`src/rtl/wb_master_seq.sv`:
```
`default_nettype none
// +----------------------------------------------------------------------------+
// | Module : wb_master_seq                                                     |
// | Wishbone classic single-transaction master with cmd/rsp handshakes.        |
// | Optional bus watchdog: define WB_MASTER_TIMEOUT_EN.                        |
// | Revision: 1.0                                                              |
// +----------------------------------------------------------------------------+
module wb_master_seq #(
  parameter int ADDR_W  = 30,
  parameter int DATA_W  = 32,
  parameter int TIMEOUT = 255
) (
  input  logic                  sys_clk,
  input  logic                  RSTB,
  input  logic                  cmd_valid,
  output logic                  cmd_ready,
  input  logic                  cmd_we,
  input  logic [ADDR_W-1:0]     cmd_adr,
  input  logic [DATA_W-1:0]     cmd_dat,
  input  logic [DATA_W/8-1:0]   cmd_sel,
  output logic                  rsp_valid,
  input  logic                  rsp_ready,
  output logic [DATA_W-1:0]     rsp_dat,
  output logic                  rsp_err,
  output logic                  mgmtsoc_wishbone_cyc,
  output logic                  mgmtsoc_wishbone_stb,
  output logic                  mgmtsoc_wishbone_we,
  output logic [ADDR_W-1:0]     mgmtsoc_wishbone_adr,
  output logic [DATA_W-1:0]     mgmtsoc_wishbone_dat_w,
  output logic [DATA_W/8-1:0]   mgmtsoc_wishbone_sel,
  input  logic [DATA_W-1:0]     mgmtsoc_wishbone_dat_r,
  input  logic                  mgmtsoc_wishbone_ack,
  input  logic                  mgmtsoc_wishbone_err,
  output logic [15:0]           txn_count
);

  typedef enum logic [1:0] {
    S_IDLE = 2'd0,
    S_BUS  = 2'd1,
    S_RESP = 2'd2
  } state_t;

  generate
    if ((DATA_W % 8) != 0 || TIMEOUT < 1 || TIMEOUT > 65535) begin : g_param_check
      $error("wb_master_seq: illegal DATA_W or TIMEOUT");
    end
  endgenerate

  state_t                r_state;
  logic                  r_cyc;
  logic                  r_we;
  logic [ADDR_W-1:0]     r_adr;
  logic [DATA_W-1:0]     r_dat_w;
  logic [DATA_W/8-1:0]   r_sel;
  logic                  r_rsp_valid;
  logic [DATA_W-1:0]     r_rsp_dat;
  logic                  r_rsp_err;
  logic [15:0]           r_txn_count;
  logic                  w_done;

`ifdef WB_MASTER_TIMEOUT_EN
  localparam logic [15:0]   c_WDOG_LAST = 16'(TIMEOUT - 1);
  localparam logic [DATA_W-1:0] c_TO_DAT = {DATA_W/4{4'hE}};
  logic [15:0]           r_wdog;
`endif

  assign w_done = mgmtsoc_wishbone_ack | mgmtsoc_wishbone_err;

  always_ff @(posedge sys_clk or negedge RSTB) begin
    if (!RSTB) begin
      r_state     <= S_IDLE;
      r_cyc       <= 1'b0;
      r_we        <= 1'b0;
      r_adr       <= '0;
      r_dat_w     <= '0;
      r_sel       <= '0;
      r_rsp_valid <= 1'b0;
      r_rsp_dat   <= '0;
      r_rsp_err   <= 1'b0;
      r_txn_count <= '0;
`ifdef WB_MASTER_TIMEOUT_EN
      r_wdog      <= '0;
`endif
    end else begin
      case (r_state)
        S_IDLE: begin
          if (cmd_valid) begin
            r_we    <= cmd_we;
            r_adr   <= cmd_adr;
            r_dat_w <= cmd_dat;
            r_sel   <= cmd_sel;
            r_cyc   <= 1'b1;
            r_state <= S_BUS;
`ifdef WB_MASTER_TIMEOUT_EN
            r_wdog  <= '0;
`endif
          end
        end
        S_BUS: begin
          // err outranks ack; writes never return bus data
          if (w_done) begin
            r_cyc       <= 1'b0;
            r_rsp_valid <= 1'b1;
            r_rsp_err   <= mgmtsoc_wishbone_err;
            r_rsp_dat   <= (r_we | mgmtsoc_wishbone_err) ? '0 : mgmtsoc_wishbone_dat_r;
            r_txn_count <= r_txn_count + 16'd1;
            r_state     <= S_RESP;
          end
`ifdef WB_MASTER_TIMEOUT_EN
          else if (r_wdog == c_WDOG_LAST) begin
            r_cyc       <= 1'b0;
            r_rsp_valid <= 1'b1;
            r_rsp_err   <= 1'b1;
            r_rsp_dat   <= c_TO_DAT;
            r_txn_count <= r_txn_count + 16'd1;
            r_state     <= S_RESP;
          end else begin
            r_wdog      <= r_wdog + 16'd1;
          end
`endif
        end
        S_RESP: begin
          if (rsp_ready) begin
            r_rsp_valid <= 1'b0;
            r_state     <= S_IDLE;
          end
        end
        default: r_state <= S_IDLE;
      endcase
    end
  end

  assign cmd_ready              = (r_state == S_IDLE);
  assign rsp_valid              = r_rsp_valid;
  assign rsp_dat                = r_rsp_dat;
  assign rsp_err                = r_rsp_err;
  assign mgmtsoc_wishbone_cyc   = r_cyc;
  assign mgmtsoc_wishbone_stb   = r_cyc;
  assign mgmtsoc_wishbone_we    = r_we;
  assign mgmtsoc_wishbone_adr   = r_adr;
  assign mgmtsoc_wishbone_dat_w = r_dat_w;
  assign mgmtsoc_wishbone_sel   = r_sel;
  assign txn_count              = r_txn_count;

endmodule
`default_nettype wire

```
`config.mk`:
```
export PLATFORM = sky130hd
export DESIGN_NAME = wb_master_seq
export DESIGN_NICKNAME = d
export VERILOG_FILES = /design/src/rtl/wb_master_seq.sv
export SDC_FILE = /design/constraint.sdc
export NUM_CORES = 1
export LEC_CHECK = 0
export CORE_ASPECT_RATIO = 0.5
export CORE_UTILIZATION = 37
export CTS_CLUSTER_DIAMETER = 50
export DETAILED_ROUTE_END_ITERATION = 12
export GPL_ROUTABILITY_DRIVEN = 0
export PLACE_DENSITY = 0.75
export SETUP_SLACK_MARGIN = 0.02
export SLEW_MARGIN = 0
export SYNTH_ARGS = -nofsm -noshare
export SYNTH_HDL_FRONTEND = slang
export SYNTH_SLANG_ARGS = --single-unit
export TNS_END_PERCENT = 5
```
`constraint.sdc`:
```
create_clock -name sys_clk -period 1.5 [get_ports sys_clk]
set_clock_uncertainty 0.15 [all_clocks]
set_input_delay 0.375 -clock sys_clk [delete_from_list [all_inputs] [get_ports sys_clk]]
set_output_delay 0.375 -clock sys_clk [all_outputs]
set_load 0.03 [all_outputs]
```
-- After elaboration in Yosys (flattened, before gate mapping)
Index checks and enable logic that the tools add are counted.
- flip-flop bits (word level): 120
- input bits: 105
- output and inout bits: 120
- logic and storage cells: 37
- $add $sub $neg: 1
- equality and inequality tests: 5
- mux-type cells: 11
- bitwise logic cells: 2
- reduce and logical (&&, ||, !) cells: 8
- operator list (operator ; count):
    $mux 32 ; 1
    $add 16x1->16 const B ; 1
    $reduce_and 3->1 ; 3
    $mux 2 ; 3
    $ne 2x2->1 const B ; 3
    $pmux 2 s3 ; 1
    $mux 1 ; 4
    $pmux 1 s2 ; 2
    $reduce_and 2->1 ; 2
    $reduce_bool 2->1 ; 2
    $eq 2x1->1 const B ; 1
    $eq 2x2->1 const B ; 1
    $logic_not 2->1 ; 1
    $or 1x1->1 ; 2

-- Logic depth before layout (Yosys ltp)
Gate-level depths: netlist (run 1).
- word-level depth: 3
- mapped depth: 6
- gate-level depth less buffers: 5

-- Worst setup path before layout (run 1)
OpenSTA, ideal clock, no wires.
- kind: flip-flop to flip-flop
- start point: register r_state[1]
- end point: register r_dat_w[15], in the netlist mgmtsoc_wishbone_dat_w[15]
- library setup time: 0.125 ns
- arrival time: 1.762 ns
- required time: 1.225 ns
- slack: -0.537 ns
- stages on the path, launching flop included: 7
- path buffers: 3
- period minus slack after synthesis: 2.037 ns
- cells stage by stage: dfrtp_1 nor2_1 and2_1 buf_2 buf_6 buf_6 mux2_4
- word-level cells in the longest chain between the ends: 2
- ends and longest elaborated chain (item ; line ; text):
    start: declaration ; 49 ; state_t r_state;
    start signal: assignment ; 71 ; r_state <= S_IDLE;
    start signal: assignment ; 93 ; r_state <= S_BUS;
    start signal: assignment ; 107 ; r_state <= S_RESP;
    $logic_not 2->1 ; -- ;
    net cmd_ready ; 16 ; output logic cmd_ready,
    $reduce_and 2->1 (no line) ; -- ;
    end signal: assignment ; 90 ; r_dat_w <= cmd_dat;
    end: declaration ; 53 ; logic [DATA_W-1:0] r_dat_w;
The timed path passes the listed nets, and every way through them passes these cells.
A chain may end at the register's enable or synchronous reset.

-- Worst setup path in the final report (run 1)
- start point: register r_state[1]
- end point: output cmd_ready
- word-level cells in the longest chain between the ends: 1
- ends and longest elaborated chain (item ; line ; text):
    $logic_not 2->1 ; 133 ; assign cmd_ready = (r_state == S_IDLE);
    end: declaration ; 16 ;
No other way between the ends.

==> results of run 1 <==
-- stage by stage --
step	power, uW	cell area (sq um)	worst slack (ns)	std cells	TNS [ns]
2_1_floorplan	10700	4760	-0.283	365	-18.10
3_3_place_gp	14200	7160	-0.438	763	-46.73
3_5_place_dp	14400	7160	-0.475	763	-48.24
4_1_cts	19600	8180	-0.189	804	-6.16
5_1_grt	21100	8450	-0.240	807	-16.74
6_report	20300	8450	-0.196	807	-9.85
-- layout make-up --
class	count	area [sq um]
repair buffers	264	2890
multi-input cells	225	1750
clock buffers	24	482
clock inverters	8	119
flip-flops and latches	120	3010
fillers	830	3700
inverters	1	3.75
well taps	165	206
-- cells by family after synthesis --
logic type | Yosys count
compound gates | 5
buf+inv | 20
mux | 68
fa+ha+maj | 1
xor+xnor | 15
flops | 120
simple gates | 136
-- power groups by stage --
stage	sequential, uW	combinational (uW)	clock, uW
6_report	5900	10200	4120
3_5_place_dp	5610	8820	0
2_1_floorplan	8520	2170	0
4_1_cts	5770	9600	4200
3_3_place_gp	5570	8660	0
5_1_grt	6090	10700	4340
-- worst reg2reg max path: stages (launching register included) --
cell and delay, ns:
dfrtp_1 0.42, nor2_4 0.13, and2_4 0.21, buf_12 0.24, mux2_1 0.38
-- state kept, by name, summed over array words and instances (netlist names) --
name and count:
mgmtsoc_wishbone_dat_w 32, rsp_dat 32, mgmtsoc_wishbone_adr 30, txn_count 16, mgmtsoc_wishbone_sel 4, r_state 2
mgmtsoc_wishbone_cyc 1, mgmtsoc_wishbone_we 1, rsp_err 1, rsp_valid 1
-- worst max path at each step --
| stage | start | end | slack, ns | cells past startpoint |
|---|---|---|---|---|
| 5_1_grt | r_state[1]$_DFFE_PN0P_ | cmd_ready | -0.24 | 3 |
| 4_1_cts | r_state[0]$_DFFE_PN0P_ | cmd_ready | -0.19 | 3 |
| 3_5_place_dp | mgmtsoc_wishbone_ack | txn_count[13]$_DFFE_PN0P_ | -0.47 | 5 |
| 6_report | r_state[1]$_DFFE_PN0P_ | cmd_ready | -0.20 | 3 |
| 2_1_floorplan | r_state[0]$_DFFE_PN0P_ | mgmtsoc_wishbone_dat_w[15]$_DFFE_PN0P_ | -0.28 | 6 |
| 3_3_place_gp | mgmtsoc_wishbone_err | rsp_dat[27]$_DFFE_PN0P_ | -0.44 | 6 |
-- cell usage after synthesis --
cell type    n  area (sq um)
dfrtp_1    120          3000
nand2_1     77           289
mux2_1      48           541
nand3_1     39           195
mux2_4      19           285
xnor2_1     13           114
buf_2       10          50.1
nor2_1       6          22.5
clkbuf_1     5          18.8
and3_1       3          18.8
buf_6        3          33.8
nand4_1      3          18.8
nand2b_1     2          12.5
o21ai_0      2          10.0
xor2_1       2          17.5
a21o_1       1          7.51
a22o_1       1          8.76
and2_1       1          6.26
buf_4        1          7.51
ha_1         1          12.5
inv_1        1          3.75
mux2i_1      1          10.0
nor2b_1      1          6.26
nor3_1       1          5.00
nor3_2       1          10.0
nor4_1       1          6.26
nor4b_4      1          23.8
o21ai_1      1          5.00
-- routing by layer --
| layer | global-route usage (%) | share of wire, % | up-vias |
|---|---|---|---|
| met5 | 0 | 0 | - |
| met4 | 8.49 | 1.8 | 0 |
| met3 | 4.19 | 3.7 | 19 |
| met2 | 36.0 | 53 | 98 |
| met1 | 22.5 | 41 | 1852 |
| li1 | - | - | 1765 |
-- timing repair --
| action | in CTS | in global routing |
|---|---|---|
| cloned | 0 | 2 |
| setup buffers | 8 | 1 |
| hold endpoints to repair | 120 | 0 |
| pin swaps | 4 | 3 |
| endpoints found under the setup margin | 200 | 227 |
| hold buffers | 1 | 0 |
| gates resized for setup | 94 | 57 |
==> results.md, run 1 <==
* VDD IR max at 0.00112 V
* Syn_area_per_cell at 13.0 sq um
* TritonCTS clock tree: done
* DRC at 0
* Vias/cell at 4.63
* R2R depth at 4
* CORE AREA at 12200 sq um
* Yosys reg bits at 120
* First-pass GRT wire length at 19.9 mm
* Antenna violations before repair at 0
* Hpwl dp at 8.93 mm
* Via count at 3734
* RSZ-0062 raised after global routing: yes
* Compound-gate portion of the synthesized area at 0.660%
* Worst r2r src: r_state[1]$_DFFE_PN0P_
* Req. time, crit path at 0.97 ns
* Worst-margin pin slew at 0.380 ns
* DR WL/cell at 16.8 um
* PD cells at 2400 nW/um^2
* Syn_nets at 471
* Share of cells above drive strength 1 at 37.1%
* Synth cell types at 28
* Critical path, cell by cell: nor2_4 > buf_6 > buf_6
* CP peak stage delay at 0.42 ns
* Tot GR Track Use at 19.6%
* LEAKAGE at 0.00400 uW
* Util after Layout at 69.5%
* Worst min-delay path class: reg2reg
* Die span in x at 162 um
* Antenna Violating Nets Remaining at 0
* Nets@finish at 735
* Fin crit period at 1.70 ns
* Detailed Route Iter0 Violations at 180
* Kind of critical path: reg2out
* CP max-delay cell: dfrtp_1
* Relative slew slack at 74.6%
* CP arrival at 1.17 ns
* Die area at 13300 sq um
* RR Endpoint: mgmtsoc_wishbone_adr[4]$_DFFE_PN0P_
* Clk pin slew, worst setup/hold paths at 0.05 ns
* Sequential share of the synthesized area at 63.3%
* Antenna diodes at 0
* Count of pins over their slew limit at 0
* Total Routed Length at 13.6 mm
* Die Y at 82.1 um
* Delay-heaviest family, CP: flip-flops
* Root Driver: clkbuf_16
* CTS Sinks at 120
* Net Sw Frac at 38.7%
* Commonest non-fill, non-tap cell in the layout: buf_6
* Port bufs at 224
* Part of the power in registers at 29.1%
* Hold WS at 0.336 ns
* Internal power at 12400 uW
* Largest net degree at the start of global routing at 71
* Clk pwr share at 20.3%
* Net Switching at 7840 uW
* Hold_sp: mgmtsoc_wishbone_dat_w[5]$_DFFE_PN0P_
* Num rows at 28
* Synthesized netlist cell count at 365
* Clk_lat worst skew at 0.40 ns
* Total grt overflow at 0
* Crit-path most repeated cell: buf_6
* Period utilization at 113%
* Area growth, synth to finish at 78.2%
* Combinational Power Share at 50.6%
* Post-synthesis mux area share at 17.6%
* Status: complete, but fails checks
* CTS Buf Count at 17
* Hold endpoint: mgmtsoc_wishbone_dat_w[5]$_DFFE_PN0P_
* CP Buf/Inv Count at 2
* YS warnings at 0
* Register-to-Register Setup Slack at -0.16 ns
* Main combinational cell family by area after synthesis: multiplexers
* Failing checks: setup timing
* Starting density of the core at 39.0%
* Final WS setup at -0.196 ns
* Final setup fails at 129
* Area of the mapped netlist at 4740 sq um
* Max Root-Sink Buffers at 2
* Post-synthesis xor/xnor area fraction at 2.77%
* Post-Synth Simple-Gate Area at 13.0%
* Hold Path Cell Cnt at 1
* DRT Pass-1 Iters at 4
* Synth Area in Adders at 0.264%
* Max Cap Viol at 0
* IO Pins at 225
* CP max FO at 3
* Most frequent cells in the layout: buf_6, dfrtp_1, clkdlybuf4s50_1
* Fmax at 0.590 GHz
* Kind of end point of the critical path: primary output
* Number of global-route vias before repair at 3936
* Startpoint Class: flip-flop
* Hold Vio Cnt, Final at 0
* Max H-tree Level at 4
No activity file was read; power rests on OpenSTA's default activity.
==> run 2, diff against run 1 <==
CAP_MARGIN = 30   (was default)
CORE_UTILIZATION = 30   (was 37)
GPL_TIMING_DRIVEN = 0   (was default)
PLACE_DENSITY = 0.62   (was 0.75)
==> run 2 against run 1 <==
  * The run ends with DRC, setup timing left
  * Total power decreased by 3.4%
  * Worst setup slack gained 0.038 ns
  * Register-to-register slack about the same
  * Utilization decreased by 14 points
==> results.md, run 2 (synthesis gave the netlist of run 1 again) <==
* DRT Pass-1 Iters at 11 (was 4)
* Total Routed Length at 14.0 mm (was 13.6 mm)
* Final WS setup at -0.158 ns (was -0.196 ns)
* Die span in x at 180 um (was 162 um)
* IO Pins at 225 (unchanged)
* Max Cap Viol at 0 (unchanged)
* CTS Sinks at 120 (unchanged)
* Nets@finish at 750 (was 735)
* Number of global-route vias before repair at 3904 (was 3936)
* Hold Path Cell Cnt at 3 (was 1)
* Max Root-Sink Buffers at 2 (unchanged)
* Largest net degree at the start of global routing at 64 (was 71)
* Most frequent cells in the layout: dfrtp_1, clkdlybuf4s15_2, clkdlybuf4s50_1 (was buf_6, dfrtp_1, clkdlybuf4s50_1)
* CP Buf/Inv Count at 1 (was 2)
* Req. time, crit path at 0.97 ns (about the same)
* CTS Buf Count at 17 (unchanged)
* Util after Layout at 56.0% (was 69.5%)
* Detailed Route Iter0 Violations at 119 (was 180)
* Max H-tree Level at 4 (unchanged)
* Fill count at 1280 (was 830)
* Tot GR Track Use at 17.2% (was 19.6%)
* Final setup fails at 209 (was 129)
* Worst-margin pin slew at 0.336 ns (was 0.380 ns)
* DR WL/cell at 16.2 um (was 16.8 um)
* RSZ-0062 raised after global routing: yes (unchanged)
* Fmax at 0.603 GHz (was 0.590 GHz)
* Port bufs at 224 (unchanged)
* Critical path, cell by cell: nor2_4 > buf_6 (was nor2_4 > buf_6 > buf_6)
* CP max-delay cell: dfrtp_2 (was dfrtp_1)
* Placed Cells at 794 (was 763)
* R2R depth at 5 (was 4)
* Count of pins over their slew limit at 0 (unchanged)
* Power Total at 19600 uW (was 20300 uW)
* Fin crit period at 1.66 ns (was 1.70 ns)
* CP arrival at 1.13 ns (was 1.17 ns)
* Clk_lat worst skew at 0.41 ns (was 0.40 ns)
* Status: complete, but fails checks (unchanged)
* Layout Cells excl Fill at 861 (was 807)
* Via count at 3808 (was 3734)
* Register-to-Register Setup Slack at -0.15 ns (was -0.16 ns)
* Total grt overflow at 0 (unchanged)
* CP max FO at 5 (was 3)
* Hold WS at 0.253 ns (was 0.336 ns)
* Starting density of the core at 30.8% (was 39.0%)
* Antenna Violating Nets Remaining at 0 (unchanged)
* Period utilization at 111% (was 113%)
* DRC at 5 (was 0)
* Hpwl dp at 9.39 mm (was 8.93 mm)
* Commonest non-fill, non-tap cell in the layout: dfrtp_1 (was buf_6)
* Die Y at 90.9 um (was 82.1 um)
* Kind of end point of the critical path: primary output (unchanged)
* Die area at 16300 sq um (was 13300 sq um)
* Vias/cell at 4.42 (was 4.63)
* Worst min-delay path class: in2reg (was reg2reg)
* Hold_sp: mgmtsoc_wishbone_ack (was mgmtsoc_wishbone_dat_w[5]$_DFFE_PN0P_)
* Area growth, synth to finish at 82.1% (was 78.2%)
* Antenna diodes at 0 (unchanged)
* Hold Vio Cnt, Final at 0 (unchanged)
* Root Driver: clkbuf_16 (unchanged)
* RR Endpoint: mgmtsoc_wishbone_dat_w[26]$_DFFE_PN0P_ (was mgmtsoc_wishbone_adr[4]$_DFFE_PN0P_)
* VDD IR max at 0.00110 V (was 0.00112 V)
* Worst r2r src: r_state[1]$_DFFE_PN0P_ (unchanged)
* CP peak stage delay at 0.45 ns (was 0.42 ns)
* Num rows at 32 (was 28)
* Startpoint Class: flip-flop (unchanged)
* Share of cells above drive strength 1 at 40.0% (was 37.1%)
* Relative slew slack at 77.6% (was 74.6%)
* Delay-heaviest family, CP: flip-flops (unchanged)
* CORE AREA at 15400 sq um (was 12200 sq um)
* PD cells at 2270 nW/um^2 (was 2400 nW/um^2)
* First-pass GRT wire length at 21.5 mm (was 19.9 mm)
* Kind of critical path: reg2out (unchanged)
* LEAKAGE at 0.00390 uW (was 0.00400 uW)
* Antenna violations before repair at 0 (unchanged)
* TritonCTS clock tree: done (unchanged)
* Clk pin slew, worst setup/hold paths at 0.06 ns (was 0.05 ns)
* Failing checks: DRC, setup timing (was setup timing)
* Hold endpoint: rsp_err$_DFFE_PN0P_ (was mgmtsoc_wishbone_dat_w[5]$_DFFE_PN0P_)
## run 2: cell types whose count changed in the layout (fill, tap and decap cells not counted), sizes merged
| cell | delta |
|---|---|
| clkdlybuf4s50 | -2 |
| clkdlybuf4s15 | +102 |
| buf | -90 |
| dlymetal6s2s | +2 |
| clkbuf | -2 |
| clkinvlp | +3 |
| clkinv | +2 |
## run 2: worst max-delay path by stage
stage | start | end | cells after the start
global route | r_state[1]$_DFFE_PN0P_ | cmd_ready | 2
detailed placement | mgmtsoc_wishbone_err | rsp_dat[7]$_DFFE_PN0P_ | 6
floorplan | r_state[0]$_DFFE_PN0P_ | mgmtsoc_wishbone_dat_w[15]$_DFFE_PN0P_ | 6
global placement | RSTB | mgmtsoc_wishbone_dat_w[1]$_DFFE_PN0P_ | 1
CTS | r_state[1]$_DFFE_PN0P_ | mgmtsoc_wishbone_dat_w[29]$_DFFE_PN0P_ | 6
finish | r_state[1]$_DFFE_PN0P_ | cmd_ready | 2
## run 2: repair_timing
item                                    in CTS  in global routing
endpoints found under the setup margin     236                299
hold buffers                                 1                  0
hold endpoints to repair                    57                  0
buffers inserted                            18                 12
pin swaps                                    1                 34
gates resized for setup                    446                 78
gates cloned                                 0                  5
## run 2: metal layers
metal | global-route usage [%] | wire (um)
met2 | 30.1 | 7260
met1 | 20.4 | 5980
met3 | 3.71 | 438
met5 | 0 | 0
met4 | 7.83 | 274
## run 2: power by group
| part | internal [uW] | switching (uW) | total, uW |
|---|---|---|---|
| registers | 4740 | 871 | 5610 |
| logic | 4460 | 5400 | 9870 |
| clock network | 2600 | 1510 | 4100 |
| total | 11800 | 7780 | 19600 |
## run 2: through the flow
| step | cell area, sq um | setup TNS [ns] | setup WS [ns] |
|---|---|---|---|
| finish | 8640 | -18.12 | -0.158 |
| global route | 8640 | -29.01 | -0.194 |
| CTS | 8270 | -24.26 | -0.172 |
| detailed placement | 7280 | -72.57 | -0.715 |
| global placement | 7250 | -683.82 | -5.09 |
| floorplan | 4760 | -18.10 | -0.283 |
## run 2: final cells by class
type | count | area [sq um] | area share [%]
multi-input combinational | 225 | 1790 | 20.7
sequential | 120 | 3010 | 34.8
clock buffer | 19 | 433 | 5.01
inverter | 1 | 3.75 | 0.0435
clock inverter | 13 | 155 | 1.80
tap | 204 | 255 | 2.96
buffer | 18 | 203 | 2.35
timing repair buffer | 261 | 2790 | 32.3
## run 2: worst min-delay path, cell delays in order
cell and delay [ns]:
dlymetal6s2s_1 0.19, nand2_1 0.09, a22o_1 0.12
==> run 3, diff against run 2 <==
GPL_TIMING_DRIVEN = default   (was 0)
==> run 3 against run 2 <==
  * The flow still finishes with violations (DRC, setup timing)
  * Combinational power up 5%
  * Register-to-register slack worse by 0.03 ns
  * Sequential power up 5.0%
  * Critical path depth up 1
==> results.md, run 3 (synthesis gave the netlist of run 1 again) <==
* Startpoint Class: flip-flop (unchanged)
* Hpwl dp at 9.44 mm (was 9.39 mm)
* Num rows at 32 (unchanged)
* Commonest non-fill, non-tap cell in the layout: buf_6 (was dfrtp_1)
* DR WL/cell at 15.9 um (was 16.2 um)
* First-pass GRT wire length at 20.7 mm (was 21.5 mm)
* Nets@finish at 742 (was 750)
* Area growth, synth to finish at 80.0% (was 82.1%)
* Most frequent cells in the layout: buf_6, dfrtp_1, clkdlybuf4s50_1 (was dfrtp_1, clkdlybuf4s15_2, clkdlybuf4s50_1)
* Final WS setup at -0.187 ns (was -0.158 ns)
* Final setup fails at 116 (was 209)
* Net Switching at 7920 uW (was 7780 uW)
* Root Driver: clkbuf_16 (unchanged)
* Clk_lat worst skew at 0.40 ns (was 0.41 ns)
* TritonCTS clock tree: done (unchanged)
* Max Cap Viol at 0 (unchanged)
* Antenna diodes at 0 (unchanged)
* Fmax at 0.593 GHz (was 0.603 GHz)
* Clk pin slew, worst setup/hold paths at 0.06 ns (about the same)
* Die Y at 90.9 um (unchanged)
* Total grt overflow at 0 (unchanged)
* CTS Sinks at 120 (unchanged)
* IO Pins at 225 (unchanged)
* Starting density of the core at 30.8% (unchanged)
* Internal power at 12700 uW (was 11800 uW)
* Die span in x at 180 um (unchanged)
* Via count at 3740 (was 3808)
* DRT Pass-1 Iters at 8 (was 11)
* PD cells at 2410 nW/um^2 (was 2270 nW/um^2)
* CP arrival at 1.16 ns (was 1.13 ns)
* Total Routed Length at 13.5 mm (was 14.0 mm)
* Port bufs at 224 (unchanged)
* Relative slew slack at 74.0% (was 77.6%)
* Antenna Violating Nets Remaining at 0 (unchanged)
* Number of global-route vias before repair at 3864 (was 3904)
* Clk pwr share at 21.1% (was 21.0%)
* Max H-tree Level at 4 (unchanged)
* Status: complete, but fails checks (unchanged)
* Max Root-Sink Buffers at 2 (unchanged)
* Share of cells above drive strength 1 at 39.4% (was 40.0%)
* Combinational Power Share at 50.3% (was 50.4%)
* Part of the power in registers at 28.6% (was 28.7%)
* Antenna violations before repair at 0 (unchanged)
* Worst min-delay path class: reg2reg (was in2reg)
* Period utilization at 112% (was 111%)
* Kind of end point of the critical path: primary output (unchanged)
* LEAKAGE at 0.00403 uW (was 0.00390 uW)
* Die area at 16300 sq um (unchanged)
* Worst slack, placed at -0.554 ns (was -0.715 ns)
* Failing checks: DRC, setup timing (unchanged)
* RSZ-0062 raised after global routing: yes (unchanged)
* VDD IR max at 0.00100 V (was 0.00110 V)
* Fin crit period at 1.69 ns (was 1.66 ns)
* DRC at 5 (unchanged)
* Detailed Route Iter0 Violations at 137 (was 119)
* Count of pins over their slew limit at 0 (unchanged)
* Req. time, crit path at 0.97 ns (about the same)
* Power Total at 20600 uW (was 19600 uW)
* Largest net degree at the start of global routing at 50 (was 64)
* CP max FO at 3 (was 5)
* CTS Buf Count at 17 (unchanged)
* Vias/cell at 4.38 (was 4.42)
* CORE AREA at 15400 sq um (unchanged)
* Kind of critical path: reg2out (unchanged)
* Worst-margin pin slew at 0.390 ns (was 0.336 ns)
* Hold Vio Cnt, Final at 0 (unchanged)
* Tot GR Track Use at 16.5% (was 17.2%)
* Util after Layout at 55.4% (was 56.0%)
* Net Sw Frac at 38.5% (was 39.7%)
run 3: worst max-delay path, cell delays in order (launching register included):
cell,delay (ns)
dfrtp_2,0.43
nor2_4,0.12
buf_6,0.10
buf_6,0.12
run 3: repair_timing:
action                                  4_1_cts  5_1_grt
setup buffers                                 2        5
endpoints found under the hold margin       120        0
gates cloned                                  0        2
pin swaps                                     2        2
gates resized for setup                     115       59
endpoints found under the setup margin      204      233
hold buffers                                  1        0
run 3: path summary, 6_finish.rpt:
| check | startpoint | to | slack [ns] | cells past startpoint |
|---|---|---|---|---|
| worst max register to register | r_state[1]$_DFFE_PN0P_ | txn_count[3]$_DFFE_PN0P_ | -0.18 | 6 |
| max in group asynchronous | RSTB | txn_count[9]$_DFFE_PN0P_ | 0.44 | 3 |
| worst min register to register | rsp_dat[20]$_DFFE_PN0P_ | rsp_dat[20]$_DFFE_PN0P_ | 0.34 | 2 |
| worst max-delay path | r_state[1]$_DFFE_PN0P_ | cmd_ready | -0.19 | 3 |
| worst min-delay path | rsp_dat[20]$_DFFE_PN0P_ | rsp_dat[20]$_DFFE_PN0P_ | 0.34 | 2 |
| min in group asynchronous | RSTB | mgmtsoc_wishbone_dat_w[27]$_DFFE_PN0P_ | 0.38 | 3 |
run 3: power by group through the flow:
stage,clock [uW],sequential [uW],combinational (uW)
floorplan,0,8520,2170
global placement,0,5570,8820
detailed placement,0,5600,8940
CTS,4430,5810,9820
global route,4590,6090,10900
finish,4340,5890,10400
run 3: final cells by class:
type | instances | area [sq um]
repair buffers | 271 | 2880
fillers | 1297 | 6880
clock buffers | 20 | 457
well taps | 204 | 255
clock inverters | 12 | 173
flip-flops and latches | 120 | 3010
inverters | 1 | 3.75
multi-input cells | 225 | 1760
run 3: stage by stage:
stage	std cells	cell area, sq um	setup TNS (ns)	hold WS [ns]
floorplan	365	4760	-18.10	-0.0706
global placement	811	7200	-50.81	0.253
detailed placement	811	7200	-52.05	0.251
CTS	846	8280	-10.57	0.320
global route	853	8540	-16.66	0.360
finish	853	8540	-9.34	0.339
run 3: routing by layer:
layer | GRT usage, % | wire [um] | up-vias
li1 | - | - | 1784
met1 | 19.4 | 5650 | 1866
met2 | 29.8 | 7280 | 77
met3 | 3.59 | 414 | 13
met4 | 5.60 | 183 | 0
met5 | 0 | 0 | -
